[config.mk]
export PLATFORM = sky130hd
export DESIGN_NAME = radix4_booth_mult
export DESIGN_NICKNAME = d
export VERILOG_FILES = /design/src/rtl/radix4_booth_mult.sv
export SDC_FILE = /design/constraint.sdc
export NUM_CORES = 1
export LEC_CHECK = 0
export ABC_AREA = 0
export CAP_MARGIN = 20
export CORE_MARGIN = 2
export CORE_UTILIZATION = 64
export CTS_CLUSTER_SIZE = 14
export DETAILED_ROUTE_END_ITERATION = 16
export DONT_BUFFER_PORTS = 1
export PLACE_DENSITY = 0.83
export REMOVE_ABC_BUFFERS = 1
export SLEW_MARGIN = 0
export SYNTH_ARGS = -nofsm -noshare
export SYNTH_HDL_FRONTEND = slang
export SYNTH_SLANG_ARGS = --single-unit
[constraint.sdc]
create_clock -name clk -period 4.4 [get_ports clk]
set_input_delay 0.88 -clock clk [delete_from_list [all_inputs] [get_ports clk]]
set_output_delay 0.88 -clock clk [all_outputs]
set_load 0.005 [all_outputs]
[src/rtl/radix4_booth_mult.sv]
// Sequential radix-4 Booth multiplier, one digit per clock, signed/unsigned mode.
// Optional early termination when RADIX4_EARLY_TERM_EN is defined.
module radix4_booth_mult #(
    parameter int WIDTH = 8
) (
    input  logic                 clk,
    input  logic                 rst,
    input  logic [WIDTH-1:0]     in,
    input  logic                 getA,
    input  logic                 getB,
    input  logic                 signed_mode,
    input  logic                 start,
    input  logic                 putOut,
    output logic [2*WIDTH-1:0]   res,
    output logic                 busy,
    output logic                 done
);

    localparam int K  = (WIDTH + 2) / 2;
    localparam int AW = 2 * WIDTH + 2;
    localparam int BW = WIDTH + 2;
    localparam int CW = $clog2(K);

    if (WIDTH < 4 || (WIDTH % 2) != 0) begin : g_bad_width
        $error("radix4_booth_mult: WIDTH must be even and >= 4");
    end

    typedef enum logic [1:0] {IDLE, CALC, DONE} state_t;

    state_t                 state, state_nxt;
    logic [WIDTH-1:0]       a_reg, b_reg;
    logic signed [AW-1:0]   mcand, acc;
    logic [BW-1:0]          bsh;
    logic                   prev;
    logic [CW-1:0]          cnt;
    logic [2*WIDTH-1:0]     res_reg;
    logic                   idle_or_done, start_acc, last_iter;
    logic signed [AW-1:0]   a_ext;
    logic [BW-1:0]          b_ext;

    // Partial product for one Booth digit recoded from {b[2i+1], b[2i], b[2i-1]}
    function automatic logic signed [AW-1:0] booth_pp(input logic [2:0] trip,
                                                      input logic signed [AW-1:0] m);
        logic signed [AW-1:0] pp;
        case (trip)
            3'b001, 3'b010: pp = m;
            3'b011:         pp = m <<< 1;
            3'b100:         pp = -(m <<< 1);
            3'b101, 3'b110: pp = -m;
            default:        pp = '0;
        endcase
        return pp;
    endfunction

    assign idle_or_done = (state != CALC);
    assign start_acc    = idle_or_done && start;
    assign a_ext = {{(WIDTH+2){signed_mode & a_reg[WIDTH-1]}}, a_reg};
    assign b_ext = {{2{signed_mode & b_reg[WIDTH-1]}}, b_reg};

`ifdef RADIX4_EARLY_TERM_EN
    // Remaining multiplier bits (incl. overlap bit) all equal means every later digit is 0
    assign last_iter = (cnt == CW'(K-1)) || (&bsh[BW-1:1]) || !(|bsh[BW-1:1]);
`else
    assign last_iter = (cnt == CW'(K-1));
`endif

    always_ff @(posedge clk) begin
        if (rst) state <= IDLE;
        else     state <= state_nxt;
    end

    always_comb begin
        state_nxt = state;
        busy      = 1'b0;
        done      = 1'b0;
        case (state)
            IDLE: if (start) state_nxt = CALC;
            CALC: begin
                busy = 1'b1;
                if (last_iter) state_nxt = DONE;
            end
            DONE: begin
                done = 1'b1;
                if (start) state_nxt = CALC;
            end
            default: state_nxt = IDLE;
        endcase
    end

    always_ff @(posedge clk) begin
        if (rst) begin
            a_reg   <= '0;
            b_reg   <= '0;
            mcand   <= '0;
            acc     <= '0;
            bsh     <= '0;
            prev    <= 1'b0;
            cnt     <= '0;
            res_reg <= '0;
        end else begin
            if (idle_or_done) begin
                if (getA) a_reg <= in;
                if (getB) b_reg <= in;
            end
            if (state == DONE && putOut) res_reg <= acc[2*WIDTH-1:0];
            if (start_acc) begin
                mcand <= a_ext;
                bsh   <= b_ext;
                prev  <= 1'b0;
                acc   <= '0;
                cnt   <= '0;
            end else if (state == CALC) begin
                // Multiplicand moves left; accumulator always holds a complete partial sum
                acc   <= acc + booth_pp({bsh[1:0], prev}, mcand);
                mcand <= mcand <<< 2;
                bsh   <= {bsh[BW-1], bsh[BW-1], bsh[BW-1:2]};
                prev  <= bsh[1];
                cnt   <= cnt + CW'(1);
            end
        end
    end

    assign res = res_reg;

endmodule

==> metrics.txt, run 1 <==
# TYPE chip_impl_metric gauge
chip_impl_info{name="layout.cells.most_common",value="sky130_fd_sc_hd__nand2_1"} 1
chip_impl_metric{name="cts_setup_buffers",unit=""} 0
chip_impl_metric{name="die_area",unit="mm2"} 0.00809
chip_impl_metric{name="layoutNonFillerInstCount",unit=""} 691
chip_impl_metric{name="dp_hpwl",unit="um"} 7140
chip_impl_metric{name="yosysUniqueCellTypes",unit=""} 56
chip_impl_metric{name="slew_viol_final",unit=""} 0
chip_impl_metric{name="drt_wl_total",unit="um"} 10000
chip_impl_metric{name="holdBufCountCts",unit=""} 0
chip_impl_info{name="status",value="complete, no violations"} 1
chip_impl_info{name="unrepaired_setup_endpoints_after_global_routing",value="no"} 1
chip_impl_metric{name="clock-skew-final",unit="ps"} 13.1
chip_impl_metric{name="rows",unit=""} 31
chip_impl_info{name="worstPathCellList",value="inv_1 > ha_1 > or3b_2 > nor3_1 > nand2_1 > xnor2_1 > nor2_1 > a221o_1 > ha_1 > a21o_1 > a21oi_1 > nor2_1 > o31a_1 > nor4_1 > a311oi_1 > nand3_1"} 1
chip_impl_info{name="global_route.peak_usage_layer",value="met2"} 1
chip_impl_metric{name="power.density",unit="mW/mm2"} 341
chip_impl_info{name="clock_tree.root_cell",value="sky130_fd_sc_hd__clkbuf_8"} 1
chip_impl_metric{name="power.leakage",unit="nW"} 1.87
chip_impl_metric{name="inserted_clock_buffers",unit=""} 9
chip_impl_metric{name="worst_endpoint_required_time",unit="ps"} 4710
chip_impl_metric{name="fp.coreArea",unit="mm2"} 0.00721
chip_impl_metric{name="met1_demand_to_capacity_share_in_global_routing",unit="%"} 34.6
chip_impl_metric{name="period_needed",unit="ps"} 3920
chip_impl_metric{name="cts.sink_count",unit=""} 80
chip_impl_metric{name="syn_area_per_cell",unit="um2"} 7.62
chip_impl_metric{name="mappedNetlistArea",unit="mm2"} 0.00473
chip_impl_metric{name="antenna_found_initial",unit=""} 0
chip_impl_info{name="critPathSlowestCell",value="sky130_fd_sc_hd__or3b_2"} 1
chip_impl_metric{name="relSlewSlack",unit="%"} 57.6
chip_impl_info{name="synth_top_flop_cell",value="sky130_fd_sc_hd__dfxtp_1"} 1
chip_impl_metric{name="ys_seq_elements",unit=""} 80
chip_impl_metric{name="post_route_cells_drive_above_1_share",unit="%"} 5.07
chip_impl_metric{name="clock_tree.buffer_depth",unit=""} 2
chip_impl_metric{name="route.detailed.vias_per_inst",unit=""} 6.01
chip_impl_metric{name="worst-path-max-fanout",unit=""} 7
chip_impl_metric{name="fin_tns_setup",unit="ps"} 0
chip_impl_metric{name="worst_slew_pin_slew",unit="ps"} 636
chip_impl_metric{name="yosys_warnings",unit=""} 0
chip_impl_metric{name="synth_edf_count",unit=""} 0
chip_impl_info{name="kind_of_start_point_of_the_critical_path",value="flip-flop"} 1
chip_impl_metric{name="globalRouteMet2Util",unit="%"} 41.5
chip_impl_metric{name="postSynth.asyncResetShare",unit="%"} 0
chip_impl_metric{name="finalNetCount",unit=""} 621
chip_impl_metric{name="power.total",unit="mW"} 1.67
chip_impl_info{name="cp-end-kind",value="flip-flop"} 1
chip_impl_metric{name="layout-area-overhead-vs-synth",unit="%"} 3.55
chip_impl_metric{name="detail_route.wl_per_cell",unit="um"} 14.5
chip_impl_metric{name="syn-instance-count",unit=""} 620
chip_impl_metric{name="max_cap_violations",unit=""} 0
chip_impl_metric{name="globalRouteTotalUtil",unit="%"} 25.6
chip_impl_metric{name="cp.arrival",unit="ps"} 4230
chip_impl_metric{name="final_min_period_over_clock_period",unit="%"} 89.1
chip_impl_metric{name="grtUsageMet3",unit="%"} 5.70
chip_impl_info{name="critPathKind",value="flip-flop to flip-flop"} 1
chip_impl_metric{name="drt-pass1-iter-count",unit=""} 5
chip_impl_metric{name="finalSetupViolations",unit=""} 0
chip_impl_metric{name="num_antenna_cells",unit=""} 0
chip_impl_metric{name="cp_slowest_stage_delay",unit="ps"} 470
chip_impl_metric{name="die_y",unit="um"} 89.9
chip_impl_info{name="tritoncts_clock_tree",value="built"} 1
chip_impl_info{name="min-delay-path-class",value="flip-flop to flip-flop"} 1
chip_impl_metric{name="io_buffers",unit=""} 0
chip_impl_metric{name="post_cts_resize_count",unit=""} 0
chip_impl_metric{name="fmax",unit="GHz"} 0.255
chip_impl_info{name="layout.cells.most_common_list",value="sky130_fd_sc_hd__nand2_1, sky130_fd_sc_hd__a21oi_1, sky130_fd_sc_hd__dfxtp_1, sky130_fd_sc_hd__nor2_1, sky130_fd_sc_hd__mux2i_1"} 1
chip_impl_metric{name="dp.cells",unit=""} 675
chip_impl_metric{name="drt-initial-drc-count",unit=""} 316
chip_impl_metric{name="grt_overflow_total",unit=""} 0
chip_impl_metric{name="grt_start_max_net_pins",unit=""} 68
chip_impl_metric{name="synth_sequential_area_ratio",unit="%"} 33.9
chip_impl_metric{name="top_level_ports",unit=""} 33
chip_impl_metric{name="clk_pin_slew",unit="ps"} 90
chip_impl_metric{name="finalWeightedCongestion",unit=""} 0.928
chip_impl_metric{name="remaining_drc_errors",unit=""} 0
chip_impl_metric{name="start_util",unit="%"} 65.5
chip_impl_metric{name="routed-via-count",unit=""} 4153
chip_impl_metric{name="clkLatencyLatePin",unit="ps"} 370
chip_impl_metric{name="global_route_wire_length_before_repair",unit="um"} 17500
chip_impl_metric{name="number_of_global_route_vias_before_repair",unit=""} 3819
chip_impl_metric{name="htree_levels",unit=""} 3
chip_impl_metric{name="die_w",unit="um"} 89.9
chip_impl_metric{name="postRouteAntennaNets",unit=""} 0
chip_impl_metric{name="max-vdd-ir-drop",unit="mV"} 0.280
chip_impl_metric{name="hold_viol",unit=""} 0
## Yosys cell counts (11+ instances only)
master | count | area share [%]
sky130_fd_sc_hd__nand2_1 | 119 | 9.5
sky130_fd_sc_hd__a21oi_1 | 87 | 9.2
sky130_fd_sc_hd__dfxtp_1 | 80 | 34
sky130_fd_sc_hd__clkbuf_1 | 41 | 3.3
sky130_fd_sc_hd__nor2_1 | 41 | 3.3
sky130_fd_sc_hd__mux2i_1 | 22 | 4.7
sky130_fd_sc_hd__a211oi_1 | 21 | 3.3
sky130_fd_sc_hd__o21ai_0 | 21 | 2.2
sky130_fd_sc_hd__nand3_1 | 20 | 2.1
sky130_fd_sc_hd__xnor2_1 | 19 | 3.5
sky130_fd_sc_hd__ha_1 | 18 | 4.8
sky130_fd_sc_hd__nor3_1 | 14 | 1.5
sky130_fd_sc_hd__xor2_1 | 13 | 2.4
sky130_fd_sc_hd__inv_1 | 11 | 0.87
## stage by stage
step                      instance area, um2  hold WS (ps)  setup slack (ps)  utilization (%)
final                                   4890           457               478             67.8
after global routing                    4890           475              94.1             67.8
after CTS                               4890           459               561             67.8
after detailed placement                4690           442               607             65.1
after global placement                  4690           439               722             65.1
after floorplan                         4520           430               630                -
## area by class of cell
class                           count  area [um2]
Clock buffer                        9         124
Clock inverter                      7        75.1
Fill cell                         642        2320
Inverter                           11        41.3
Multi-Input combinational cell    479        2880
Sequential cell                    80        1600
Tap cell                           99         124
Timing Repair Buffer                6        45.0
## power by group
part           internal (mW)  total, mW  leakage [nW]  switching [mW]
logic                  0.137      0.327          1.12           0.190
clock network          0.224      0.541        0.0985           0.317
registers              0.757      0.801         0.652          0.0434
total                   1.12       1.67          1.87           0.550
## worst max-delay path: cells and delay by family, from the launching register on
family	cells	cell delay [ps]
AOI/OAI and AO/OA	5	1070
buffers and inverters	1	90
adders and majority gates	2	540
xor gates and xnor gates	1	230
and+or+nand+nor	7	1550
DFF	1	380
## final timing paths
check	startpoint	to	slack (ps)	cells after the start
worst max register to register	mcand[1]	acc[15]	480	16
worst min-delay path	a_reg[4]	a_reg[4]	460	2
worst max-delay path	mcand[1]	acc[15]	480	16
worst min register to register	a_reg[4]	a_reg[4]	460	2
## cells by family (layout without fill, tap and decap cells)
group                    after synthesis  count (layout)  share of synthesized area [%]
AO/OA/AOI/OAI                        182             182                           23.8
XOR/XNOR                              32              32                           5.93
adder cells (fa/ha/maj)               19              19                           5.19
buffers and inverters                 61              33                           5.16
flip-flops                            80              80                           33.9
multiplexers                          24              24                           5.14
AND/OR/NAND/NOR                      222             222                           20.9
## layer usage
layer	routed length, um	vias to the layer above
met5	0	-
met4	112	0
met3	626	12
met2	4670	142
met1	4630	1879
li1	-	2120
(Power assumes the default switching activity.)
==> run 2: changes to the inputs <==
--- a/config.mk
+++ b/config.mk
@@ -13,7 +13,6 @@
 export DETAILED_ROUTE_END_ITERATION = 16
 export DONT_BUFFER_PORTS = 1
 export PLACE_DENSITY = 0.83
-export REMOVE_ABC_BUFFERS = 1
 export SLEW_MARGIN = 0
 export SYNTH_ARGS = -nofsm -noshare
 export SYNTH_HDL_FRONTEND = slang
==> run 2 against run 1 <==
Net effect:
- clock power about the same
- critical endpoint is now acc[13]
- clock skew down 2.6 ps
- non-clock buffer count unchanged
- cell count unchanged
- worst setup slack better by 56 ps
- die area unchanged
- register-to-register slack better by 60 ps
- sequential share of layout area about the same
- largest power group unchanged
- flip-flop and latch count unchanged
==> metrics.txt, run 2 (synthesis results as in run 1) <==
# TYPE chip_impl_metric gauge
chip_impl_info{name="status",value="complete, no violations"} 1
chip_impl_metric{name="grtUsageMet3",unit="%"} 5.20
chip_impl_metric{name="fin_tns_setup",unit="ps"} 0
chip_impl_metric{name="drt_wl_total",unit="um"} 10400
chip_impl_metric{name="post_route_cells_drive_above_1_share",unit="%"} 4.73
chip_impl_metric{name="min_path_cells",unit=""} 2
chip_impl_metric{name="finalSetupViolations",unit=""} 0
chip_impl_metric{name="die_y",unit="um"} 89.9
chip_impl_metric{name="global_route_wire_length_before_repair",unit="um"} 17900
chip_impl_metric{name="reg2reg_depth",unit=""} 16
chip_impl_metric{name="finalNetCount",unit=""} 621
chip_impl_metric{name="met1_demand_to_capacity_share_in_global_routing",unit="%"} 33.3
chip_impl_metric{name="number_of_global_route_vias_before_repair",unit=""} 3929
chip_impl_metric{name="fp.coreArea",unit="mm2"} 0.00721
chip_impl_metric{name="rows",unit=""} 31
chip_impl_metric{name="cp.depth",unit=""} 16
chip_impl_metric{name="dp_hpwl",unit="um"} 7310
chip_impl_metric{name="post_cts_resize_count",unit=""} 0
chip_impl_metric{name="synth_nets",unit=""} 654
chip_impl_metric{name="inserted_clock_buffers",unit=""} 9
chip_impl_metric{name="slack_of_the_worst_reg_to_reg_path",unit="ps"} 530
chip_impl_metric{name="finalWeightedCongestion",unit=""} 0.886
chip_impl_metric{name="cp.arrival",unit="ps"} 4130
chip_impl_metric{name="worst_endpoint_required_time",unit="ps"} 4660
chip_impl_info{name="critPathSlowestCell",value="sky130_fd_sc_hd__or3b_2"} 1
chip_impl_metric{name="relSlewSlack",unit="%"} 57.5
chip_impl_metric{name="globalRouteTotalUtil",unit="%"} 26.6
chip_impl_metric{name="slew_viol_final",unit=""} 0
chip_impl_metric{name="power.density",unit="mW/mm2"} 342
chip_impl_metric{name="pre_cts_ws",unit="ps"} 579
chip_impl_metric{name="period_needed",unit="ps"} 3870
chip_impl_metric{name="htree_levels",unit=""} 3
chip_impl_metric{name="clock-skew-final",unit="ps"} 10.4
chip_impl_info{name="layout.cells.most_common",value="sky130_fd_sc_hd__nand2_1"} 1
chip_impl_metric{name="layoutNonFillerInstCount",unit=""} 691
chip_impl_info{name="worstPathCellList",value="inv_1 > ha_1 > or3b_2 > nor3_1 > nor2_1 > xor2_1 > a221oi_1 > a31oi_1 > ha_1 > o21a_1 > o21a_1 > o211a_1 > nor3_1 > o21ai_0 > xor2_1 > a22o_1"} 1
chip_impl_metric{name="hold_viol",unit=""} 0
chip_impl_metric{name="max_cap_violations",unit=""} 0
chip_impl_info{name="cp-end-kind",value="flip-flop"} 1
chip_impl_metric{name="die_w",unit="um"} 89.9
chip_impl_metric{name="power.leakage",unit="nW"} 1.87
chip_impl_metric{name="cts.sink_count",unit=""} 80
chip_impl_info{name="unrepaired_setup_endpoints_after_global_routing",value="no"} 1
chip_impl_metric{name="cp_slowest_stage_delay",unit="ps"} 460
chip_impl_metric{name="clkPwrFrac",unit="%"} 32.5
chip_impl_metric{name="max-vdd-ir-drop",unit="mV"} 0.208
chip_impl_metric{name="drt-initial-drc-count",unit=""} 272
chip_impl_metric{name="final_design_area_no_fill",unit="mm2"} 0.00489
chip_impl_metric{name="clk_pin_slew",unit="ps"} 80
chip_impl_metric{name="cts_setup_buffers",unit=""} 0
chip_impl_metric{name="cellInternalPower",unit="mW"} 1.16
chip_impl_info{name="clock_tree.root_cell",value="sky130_fd_sc_hd__clkbuf_8"} 1
chip_impl_metric{name="layout-area-overhead-vs-synth",unit="%"} 3.49
chip_impl_info{name="min-delay-path-class",value="flip-flop to flip-flop"} 1
chip_impl_metric{name="least_setup_slack_across_all_paths_after_layout",unit="ps"} 534
chip_impl_metric{name="remaining_drc_errors",unit=""} 0
chip_impl_info{name="kind_of_start_point_of_the_critical_path",value="flip-flop"} 1
chip_impl_metric{name="start_util",unit="%"} 65.5
chip_impl_metric{name="grt_start_max_net_pins",unit=""} 68
chip_impl_metric{name="fin_hold_ws",unit="ps"} 455
chip_impl_metric{name="post_dp_cell_area",unit="mm2"} 0.00469
chip_impl_metric{name="route.detailed.vias_per_inst",unit=""} 6.13
chip_impl_metric{name="cp_num_buf_inv",unit=""} 1
chip_impl_metric{name="postRouteAntennaNets",unit=""} 0
chip_impl_info{name="critPathKind",value="flip-flop to flip-flop"} 1
chip_impl_info{name="global_route.peak_usage_layer",value="met2"} 1
chip_impl_metric{name="worst-path-max-fanout",unit=""} 7
chip_impl_metric{name="portion_of_total_power_attributed_to_sequential_cells",unit="%"} 47.8
chip_impl_metric{name="power.total",unit="mW"} 1.67
chip_impl_metric{name="io_buffers",unit=""} 0
chip_impl_metric{name="worst_slew_pin_slew",unit="ps"} 638
chip_impl_metric{name="layout.core_utilization",unit="%"} 67.8
chip_impl_metric{name="num_antenna_cells",unit=""} 0
chip_impl_metric{name="clkLatencyLatePin",unit="ps"} 370
chip_impl_metric{name="fmax",unit="GHz"} 0.259
chip_impl_metric{name="die_area",unit="mm2"} 0.00809
chip_impl_metric{name="top_level_ports",unit=""} 33
chip_impl_metric{name="swShare",unit="%"} 30.5
chip_impl_metric{name="globalRouteMet2Util",unit="%"} 46.3
chip_impl_metric{name="drt-pass1-iter-count",unit=""} 5
chip_impl_metric{name="clock_tree.buffer_depth",unit=""} 2
chip_impl_metric{name="dp.cells",unit=""} 675
chip_impl_metric{name="routed-via-count",unit=""} 4235
chip_impl_metric{name="antenna_found_initial",unit=""} 0
chip_impl_metric{name="holdBufCountCts",unit=""} 0
chip_impl_info{name="tritoncts_clock_tree",value="built"} 1
chip_impl_metric{name="detail_route.wl_per_cell",unit="um"} 15.0
chip_impl_metric{name="p_switching",unit="mW"} 0.511
chip_impl_info{name="layout.cells.most_common_list",value="sky130_fd_sc_hd__nand2_1, sky130_fd_sc_hd__a21oi_1, sky130_fd_sc_hd__dfxtp_1, sky130_fd_sc_hd__nor2_1, sky130_fd_sc_hd__mux2i_1"} 1
chip_impl_metric{name="final_min_period_over_clock_period",unit="%"} 87.9
chip_impl_metric{name="comb_power_share",unit="%"} 19.6
chip_impl_info{name="path_delay_family",value="compound AO/OA/AOI/OAI gates"} 1
chip_impl_metric{name="grt_overflow_total",unit=""} 0
[run 2: metal layers]
metal  vias to the layer above  routed length (um)
met3                        18                 528
met1                      1975                4680
met4                         0                 170
li1                       2111                   -
met2                       131                5000
met5                         -                   0
[run 2: power groups by stage]
stage	registers (mW)	logic (mW)	clock network [mW]
final	0.801	0.329	0.544
after global placement	0.814	0.313	0
after detailed placement	0.816	0.324	0
after CTS	0.799	0.327	0.550
after floorplan	0.789	0.306	0
after global routing	0.806	0.371	0.581
[run 2: worst paths after layout]
path	start	endpoint
min	a_reg[4]	a_reg[4]
max reg2reg	mcand[1]	acc[13]
max	mcand[1]	acc[13]
min reg2reg	a_reg[4]	a_reg[4]
[run 2: worst register-to-register path, cell delays in order (launching register included)]
cell                       delay (ps)
sky130_fd_sc_hd__dfxtp_1          380
sky130_fd_sc_hd__inv_1             90
sky130_fd_sc_hd__ha_1             180
sky130_fd_sc_hd__or3b_2           460
sky130_fd_sc_hd__nor3_1           320
sky130_fd_sc_hd__nor2_1           100
sky130_fd_sc_hd__xor2_1           170
sky130_fd_sc_hd__a221oi_1         300
sky130_fd_sc_hd__a31oi_1           70
sky130_fd_sc_hd__ha_1             370
sky130_fd_sc_hd__o21a_1           140
sky130_fd_sc_hd__o21a_1           200
sky130_fd_sc_hd__o211a_1          150
sky130_fd_sc_hd__nor3_1           300
sky130_fd_sc_hd__o21ai_0          160
sky130_fd_sc_hd__xor2_1           160
sky130_fd_sc_hd__a22o_1           190
[run 2: layout make-up]
cell class,instances,area [um2]
Tap cell,99,124
Inverter,11,41.3
Clock buffer,11,131
Sequential cell,80,1600
Timing Repair Buffer,6,45.0
Fill cell,639,2320
Multi-Input combinational cell,479,2880
Clock inverter,5,65.1
